`src/rtl/driver_motoare_pwm_if.sv`:
```
`default_nettype none
// ---------------------------------------------------------------------------
// driver_motoare_pwm_if : motion-logic <-> H-bridge driver signal bundle
// Revision 1.0
// ---------------------------------------------------------------------------
interface driver_motoare_pwm_if;
    logic [1:0]  directie_driverA;
    logic [1:0]  directie_driverB;
    logic [11:0] factor_dc_driverA;
    logic [11:0] factor_dc_driverB;
    logic [1:0]  in_driverA;
    logic [1:0]  in_driverB;
    logic        en_driverA;
    logic        en_driverB;
    logic        mort_A;
    logic        mort_B;
    logic        inceput_perioada;

    modport master (
        output directie_driverA, directie_driverB, factor_dc_driverA, factor_dc_driverB,
        input  in_driverA, in_driverB, en_driverA, en_driverB, mort_A, mort_B, inceput_perioada
    );

    modport slave (
        input  directie_driverA, directie_driverB, factor_dc_driverA, factor_dc_driverB,
        output in_driverA, in_driverB, en_driverA, en_driverB, mort_A, mort_B, inceput_perioada
    );
endinterface
`default_nettype wire

```
`src/rtl/driver_motoare_pwm.sv`:
```
`default_nettype none
// ---------------------------------------------------------------------------
// driver_motoare_pwm : two-channel H-bridge driver, BCD PWM with reversal dead-time
// Revision 1.0
// ---------------------------------------------------------------------------
module driver_motoare_pwm #(
    parameter int PRESCALE    = 50,
    parameter int DEAD_CYCLES = 500
) (
    input  logic                 clk,
    input  logic                 reset,
    driver_motoare_pwm_if.slave  bus
);
    localparam int              PW         = (PRESCALE > 1) ? $clog2(PRESCALE) : 1;
    localparam int              DW         = (DEAD_CYCLES > 1) ? $clog2(DEAD_CYCLES) : 1;
    localparam logic [PW-1:0]   PRESC_LAST = PW'(PRESCALE - 1);
    localparam logic [DW-1:0]   DEAD_LOAD  = DW'(DEAD_CYCLES - 1);
    localparam logic [11:0]     BCD_MAX    = 12'h999;

    typedef enum logic [0:0] {RUN = 1'b0, DEAD = 1'b1} state_t;

    logic [PW-1:0] presc;
    logic [11:0]   bcd_cnt;
    logic [11:0]   bcd_next;
    logic          tick;
    logic          wrap;
    logic          period_start;

    assign tick = (presc == PRESC_LAST);
    assign wrap = tick && (bcd_cnt == BCD_MAX);

    always_comb begin
        bcd_next = bcd_cnt;
        if (bcd_cnt[3:0] != 4'd9) begin
            bcd_next[3:0] = bcd_cnt[3:0] + 4'd1;
        end else begin
            bcd_next[3:0] = 4'd0;
            if (bcd_cnt[7:4] != 4'd9) begin
                bcd_next[7:4] = bcd_cnt[7:4] + 4'd1;
            end else begin
                bcd_next[7:4]  = 4'd0;
                bcd_next[11:8] = (bcd_cnt[11:8] == 4'd9) ? 4'd0 : bcd_cnt[11:8] + 4'd1;
            end
        end
    end

    always_ff @(posedge clk or posedge reset) begin
        if (reset) begin
            presc        <= '0;
            bcd_cnt      <= '0;
            period_start <= 1'b0;
        end else begin
            period_start <= wrap;
            if (tick) begin
                presc   <= '0;
                bcd_cnt <= bcd_next;
            end else begin
                presc <= presc + 1'b1;
            end
        end
    end

    assign bus.inceput_perioada = period_start;

    logic [1:0]  dir_in   [2];
    logic [11:0] duty_in  [2];
    logic [1:0]  dir_out  [2];
    logic        en_out   [2];
    logic        mort_out [2];

    assign dir_in[0]      = bus.directie_driverA;
    assign dir_in[1]      = bus.directie_driverB;
    assign duty_in[0]     = bus.factor_dc_driverA;
    assign duty_in[1]     = bus.factor_dc_driverB;
    assign bus.in_driverA = dir_out[0];
    assign bus.in_driverB = dir_out[1];
    assign bus.en_driverA = en_out[0];
    assign bus.en_driverB = en_out[1];
    assign bus.mort_A     = mort_out[0];
    assign bus.mort_B     = mort_out[1];

    generate
        for (genvar ch = 0; ch < 2; ch++) begin : g_ch
            state_t        state;
            logic [1:0]    dir;
            logic [DW-1:0] dead_cnt;
            logic [11:0]   shadow;
            logic [11:0]   duty_ok;
            logic          bad_digit;
            logic          pwm;

            // Counter and shadow are always valid BCD, so a plain binary compare orders them digit-wise.
            assign bad_digit = (duty_in[ch][11:8] > 4'd9) || (duty_in[ch][7:4] > 4'd9) ||
                               (duty_in[ch][3:0] > 4'd9);
            assign duty_ok   = bad_digit ? BCD_MAX : duty_in[ch];

            always_ff @(posedge clk or posedge reset) begin
                if (reset) begin
                    shadow <= '0;
                    pwm    <= 1'b0;
                end else begin
                    if (wrap) begin
                        shadow <= duty_ok;
                    end
                    pwm <= (bcd_cnt < shadow);
                end
            end

            always_ff @(posedge clk or posedge reset) begin
                if (reset) begin
                    state    <= RUN;
                    dir      <= 2'b00;
                    dead_cnt <= '0;
                end else begin
                    case (state)
                        RUN: begin
                            if (dir_in[ch] != dir) begin
                                if (dir_in[ch] == 2'b00 || dir == 2'b00) begin
                                    dir <= dir_in[ch];
                                end else begin
                                    state    <= DEAD;
                                    dir      <= 2'b00;
                                    dead_cnt <= DEAD_LOAD;
                                end
                            end
                        end
                        DEAD: begin
                            if (dir_in[ch] == 2'b00) begin
                                state <= RUN;
                                dir   <= 2'b00;
                            end else if (dead_cnt == '0) begin
                                state <= RUN;
                                dir   <= dir_in[ch];
                            end else begin
                                dead_cnt <= dead_cnt - 1'b1;
                            end
                        end
                        default: state <= RUN;
                    endcase
                end
            end

            assign dir_out[ch]  = dir;
            assign mort_out[ch] = (state == DEAD);
            assign en_out[ch]   = (state == DEAD || dir == 2'b00) ? 1'b0 :
                                  (dir == 2'b11) ? 1'b1 : pwm;
        end
    endgenerate
endmodule
`default_nettype wire

```
`src/flat_wrapper.sv`:
```
// flat-port wrapper written by rule: the top's interface ports become plain ports
module driver_motoare_pwm_flat 
#(
    parameter int PRESCALE    = 50,
    parameter int DEAD_CYCLES = 500
)
  (clk, reset, bus_directie_driverA, bus_directie_driverB, bus_factor_dc_driverA, bus_factor_dc_driverB, bus_in_driverA, bus_in_driverB, bus_en_driverA, bus_en_driverB, bus_mort_A, bus_mort_B, bus_inceput_perioada);
  driver_motoare_pwm_if bus_i ();
  input  logic clk;
  input  logic reset;
  input wire logic [$bits(bus_i.directie_driverA)-1:0] bus_directie_driverA;
  input wire logic [$bits(bus_i.directie_driverB)-1:0] bus_directie_driverB;
  input wire logic [$bits(bus_i.factor_dc_driverA)-1:0] bus_factor_dc_driverA;
  input wire logic [$bits(bus_i.factor_dc_driverB)-1:0] bus_factor_dc_driverB;
  output wire logic [$bits(bus_i.in_driverA)-1:0] bus_in_driverA;
  output wire logic [$bits(bus_i.in_driverB)-1:0] bus_in_driverB;
  output wire logic [$bits(bus_i.en_driverA)-1:0] bus_en_driverA;
  output wire logic [$bits(bus_i.en_driverB)-1:0] bus_en_driverB;
  output wire logic [$bits(bus_i.mort_A)-1:0] bus_mort_A;
  output wire logic [$bits(bus_i.mort_B)-1:0] bus_mort_B;
  output wire logic [$bits(bus_i.inceput_perioada)-1:0] bus_inceput_perioada;
  assign bus_i.directie_driverA = bus_directie_driverA;
  assign bus_i.directie_driverB = bus_directie_driverB;
  assign bus_i.factor_dc_driverA = bus_factor_dc_driverA;
  assign bus_i.factor_dc_driverB = bus_factor_dc_driverB;
  assign bus_in_driverA = bus_i.in_driverA;
  assign bus_in_driverB = bus_i.in_driverB;
  assign bus_en_driverA = bus_i.en_driverA;
  assign bus_en_driverB = bus_i.en_driverB;
  assign bus_mort_A = bus_i.mort_A;
  assign bus_mort_B = bus_i.mort_B;
  assign bus_inceput_perioada = bus_i.inceput_perioada;
  driver_motoare_pwm #(.PRESCALE(PRESCALE), .DEAD_CYCLES(DEAD_CYCLES)) u_core (.clk(clk), .reset(reset), .bus(bus_i));
endmodule
```
`config.mk`:
```
export PLATFORM = sky130hd
export DESIGN_NAME = driver_motoare_pwm_flat
export DESIGN_NICKNAME = d
export VERILOG_FILES = /design/src/rtl/driver_motoare_pwm_if.sv /design/src/rtl/driver_motoare_pwm.sv /design/src/flat_wrapper.sv
export SDC_FILE = /design/constraint.sdc
export NUM_CORES = 1
export LEC_CHECK = 0
export BUFFER_PORTS_ARGS = -buffer_cell sky130_fd_sc_hd__buf_2
export CORE_ASPECT_RATIO = 1.5
export CORE_MARGIN = 2
export CORE_UTILIZATION = 45
export DETAILED_ROUTE_END_ITERATION = 12
export GPL_TIMING_DRIVEN = 0
export PLACE_DENSITY = 0.65
export SYNTH_ARGS = -nofsm -noshare
export SYNTH_HDL_FRONTEND = slang
export SYNTH_SLANG_ARGS = --single-unit
```
`constraint.sdc`:
```
create_clock -name clk -period 2.3 [get_ports clk]
set_input_delay 0.115 -clock clk [delete_from_list [all_inputs] [get_ports clk]]
set_output_delay 0.115 -clock clk [all_outputs]
set_load 0.01 [all_outputs]
```
# Yosys cells after proc, flatten, opt, wreduce, memory -nomap -nowiden
# Index checks and enable logic that the tools add are counted.
# word_totals
out_inout_bits,9
input_bits,30
word_cells,113
register_bits,69
# classes
reduce_logical,21
bitwise,4
muxes,40
order_cmp,8
n_addsub,6
n_eq_ne,19
# ops
cell,count
9-bit two-way mux,8
9-bit one-hot mux with 2 select lines,2
4-bit > comparator (second input constant),6
12-bit less-than comparator,2
12-bit two-way mux,2
9-bit logical NOT,2
9-bit by 1-bit subtractor with 9-bit output (second input constant),2
2-bit two-way mux,8
4-bit by 1-bit adder with 4-bit output (second input constant),3
12-bit equality test (second input constant),1
1-bit two-way mux,12
4-bit two-way mux,3
2-bit inequality test (second input constant),6
2-bit logical NOT,4
1-bit logical OR,8
4-bit inequality test (second input constant),2
2-bit one-hot mux with 2 select lines,2
4-bit AND reduction,2
6-bit by 1-bit adder with 6-bit output (second input constant),1
6-bit equality test (second input constant),1
6-bit two-way mux,1
3-bit inequality test (second input constant),2
2-bit AND reduction,3
2-bit equality test (second input constant),2
other kinds (7),13

# Logic depth before layout (Yosys ltp)
# depth
ltp_word,5
depth_mapped,10

# Worst setup path after synthesis
# OpenSTA, ideal clock, no wires.
# synth_timing
path_type,register -> register
from,register u_core.presc[0]
to,register u_core.g_ch[1].shadow[3]
path_stages_with_launch,10
period_less_slack_ns,2.019
required_time_ns,2.175
path_slack_ns,0.281
arrival_time_ns,1.893
setup_ns,0.125
cell_sequence,dfrtp_1 ha_1 nor2b_1 and4b_1 and4_1 buf_6 and2_4 buf_8 buf_12 mux2_4
# synth_via
elab_chain_cells,2
# synth_lines
item,line_no,source
from (decl),driver_motoare_pwm.sv:22,logic [PW-1:0] presc;
from (signal assigned),driver_motoare_pwm.sv:58,presc <= presc + 1'b1;
6-bit equality test,driver_motoare_pwm.sv:29,assign tick = (presc == PRESC_LAST);
1-bit logical AND,driver_motoare_pwm.sv:30,assign wrap = tick && (bcd_cnt == BCD_MAX);
to (signal assigned),driver_motoare_pwm.sv:103,shadow <= duty_ok;
to (decl),driver_motoare_pwm.sv:87,logic [11:0] shadow;
# No other way between the ends.
# A chain may end at the register's enable or synchronous reset.

# Final worst setup path
# layout_timing
from,register u_core.presc[1]
to,register u_core.g_ch[1].shadow[3]
# The elaborated chain is that of the path after synthesis.

==> reports/qor.yml <==
status:
  run_status: "finished, final reports clean"
synth:
  synth-edff-count: 0
  ys_seq_area_frac: 0.443
  synthFlopType: "dfrtp_1"
  syn_area_sq_um: 3900
  synth.area.mux_share: 0.0674
  synth_seq_cells: 69
  avgSynthCellArea_sq_um: 9.86
  synth-simple-area-share: 0.165
  yosysWarnings: 0
  synth_top_cell_area_share: 0.443
  synth_most_common_cell: "dfrtp_1"
  synth.distinct_cells: 59
  synthesis.nets: 451
  synth_compound_area_frac: 0.145
  netlist.top_cell.by_area: "dfrtp_1"
  yosys-top-cells-count: "69 x dfrtp_1, 41 x inv_1, 34 x nand2_1"
  synthXorXnorAreaFrac: 0.0315
  synthAdderAreaFrac: 0.0835
  synthCells: 395
  synth_top_family_by_area: "simple AND/OR/NAND/NOR gates"
  synth_area_leaders: "dfrtp_1 44%, ha_1 8.3%, mux2i_1 4.6%"
  ys_async_sr_fraction: 1.00
timing:
  hold_viol: 0
  slew_viol_final: 0
  rsz0062_at_grt: "true"
  worst_pin_slew_ps: 859
  max_freq_mhz: 453
  min_period_ps: 2210
  post-route-period-util: 0.960
  slew_headroom: 0.427
  setup_viol: 0
  fin_skew_ps: 6.50
cts:
  path_clk_slew_ps: 60
  cts_tree: "built"
  insertion_delay_ps: 340
  post_cts_buffers: 0
  cts_buffers: 9
  numClockSinks: 69
  htreeDepth: 3
  clockBufferDepth: 2
  cts-root-buf: "clkbuf_16"
critical_path:
  cp_data_arrival_time_ps: 2430
  start_kind: "flip-flop"
  crit_type: "flip-flop to flip-flop"
  end_kind: "flip-flop"
  required_ps: 2520
  cp_max_fo: 10
cells_and_area:
  antenna_cells: 0
  layout-drive-gt1-share: 0.196
  fin_util: 0.543
  area_growth_pct: 17.2
  fin_nets: 501
  register_area_sq_um: 1730
  fillers: 763
  layoutNonFillerInstCount: 557
  multiInputGateArea_sq_um: 1960
global_route:
  grt_busiest_layer: "met2"
  grt_use_met3: 0.0330
  met1_usage: 0.224
  grt_overflow: 0
  grt_pass1_wl_um: 13800
  first_global_vias: 2966
  grt_max_degree: 70
  track_usage: 0.187
  antenna_found_initial: 0
  met2_usage: 0.319
floorplanning:
  initial_core_util: 0.463
  io_pins: 39
  rows: 41
  die-area_sq_um: 9430
  coreArea_sq_um: 8410
  dieHeight_um: 118
  fp.dieW_um: 80.0
drt:
  vias: 3022
  drt-total-wl_um: 8150
  via_per_inst: 5.43
  drt_iter0_markers: 131
  drt-pass1-iter-count: 4
  drc: 0
  wl_per_cell_um: 14.6
  ant_nets: 0
power:
  swShare: 0.320
  pwr-share-comb: 0.243
  power.leakage_nw: 2.16
  switchingPower_w: 0.00123
  vdd_ir_drop_max_uv: 420
  clockPowerShare: 0.354
  totalPowerFinal_w: 0.00384
  p_seq_frac: 0.404
  internal_power_w: 0.00261
  power.density_nw_per_um2: 842
place:
  dpl.cell_count: 540
  place_congestion: 0.791
  hpwl_um: 5830
  portBuffers: 38
flow_run:
  drv_cap: 0
worst_hold_path:
  holdCritPathClass: "input pin to flip-flop"
[worst paths after layout]
path	start	to	slack [ps]	cells past startpoint
setup reg to reg	u_core.presc[1]$_DFF_PP0_	u_core.g_ch[1].shadow[3]$_DFFE_PP0P_	90	10
hold / removal	bus_factor_dc_driverB[0]	u_core.g_ch[1].shadow[0]$_DFFE_PP0P_	30	3
setup / recovery	u_core.presc[1]$_DFF_PP0_	u_core.g_ch[1].shadow[3]$_DFFE_PP0P_	90	10
hold reg to reg	u_core.presc[0]$_DFF_PP0_	u_core.presc[0]$_DFF_PP0_	490	1
min in group asynchronous	reset	u_core.bus.in_driverB[0]$_DFFE_PP0P_	520	3
max in group asynchronous	reset	u_core.bcd_cnt[1]$_DFFE_PP0P_	1180	3
[layout by cell type, fill, tap and decap left out, types with 4 or more instances in the layout]
cell type,n
dfrtp_1,67
buf_2,41
inv_1,40
nand2_1,34
ha_1,26
o21ai_0,24
nor2_1,24
a21oi_1,23
mux2i_1,18
nand4_1,11
xnor2_1,10
nor3_1,10
clkbuf_16,9
a31oi_1,7
nand2b_1,7
or3_1,6
mux2_2,6
nand3_1,6
a21o_1,6
a22o_1,4
xor2_1,4
nor3b_1,4
clkinv_2,4
[area by class of cell]
class,count,share of cell area
buffer,11,0.0211
clock buffer,11,0.0532
clock inverter,5,0.0110
inverter,41,0.0342
multi-input combinational,274,0.429
sequential,69,0.379
tap,107,0.0293
timing repair buffer,39,0.0438
[power by group through the flow]
stage               Clock, W  Sequential [W]  Combinational, W
detailed placement         0         0.00157          0.000916
finish               0.00136         0.00155          0.000933
floorplan                  0         0.00156          0.000642
global placement           0         0.00156          0.000892
global route         0.00145         0.00158           0.00106
CTS                  0.00139         0.00155          0.000925
[per-stage QoR]
step / area, sq um / setup WS (ps) / setup TNS [ps] / hold slack (ps)
after CTS: 4530 / 70.2 / 0 / 23.3
after floorplan: 3900 / 281 / 0 / 248
after detailed placement: 4220 / 86.7 / 0 / 359
after global placement: 4220 / -455 / -31280 / 376
final: 4570 / 91.2 / 0 / 28.7
after global routing: 4570 / -31.3 / -31.3 / 39.8
[logic make-up (layout without fill, tap and decap cells)]
family	after synthesis	in the layout
xor+xnor	14	14
compound gates	88	88
mux	25	25
buf+inv	52	107
flops	69	69
simple gates	121	121
fa+ha+maj	26	26
[routing by layer]
metal / vias to the layer above / share of wire
met2: 54 / 0.54
met5: - / 0
li1: 1495 / -
met1: 1460 / 0.41
met4: 0 / 0.021
met3: 13 / 0.028
[registers in the layout, summed over array words and instances, names as in the netlist]
name	count
u_core.g_ch.pwm	2
u_core.bus.mort_A	1
u_core.bus.inceput_perioada	1
u_core.bus.in_driverA	2
u_core.bus.in_driverB	2
u_core.g_ch.shadow	24
u_core.presc	6
u_core.bcd_cnt	12
u_core.g_ch.dead_cnt	18
u_core.bus.mort_B	1
[critical path, cell delays in order (launching register included)]
cell     delay (ps)
dfrtp_1         390
inv_1            60
ha_1            130
nor2b_4         140
and4b_2         280
and4_1          210
buf_6           140
and2_4          150
buf_8           130
buf_12          150
mux2_4          300
[timing repair]
action | CTS | global route
resized for setup | 0 | 9
hold buffers | 1 | 0
hold endpoints to repair | 2 | 0
endpoints found under the setup margin | 0 | 5
No activity file was read; power rests on OpenSTA's default activity.
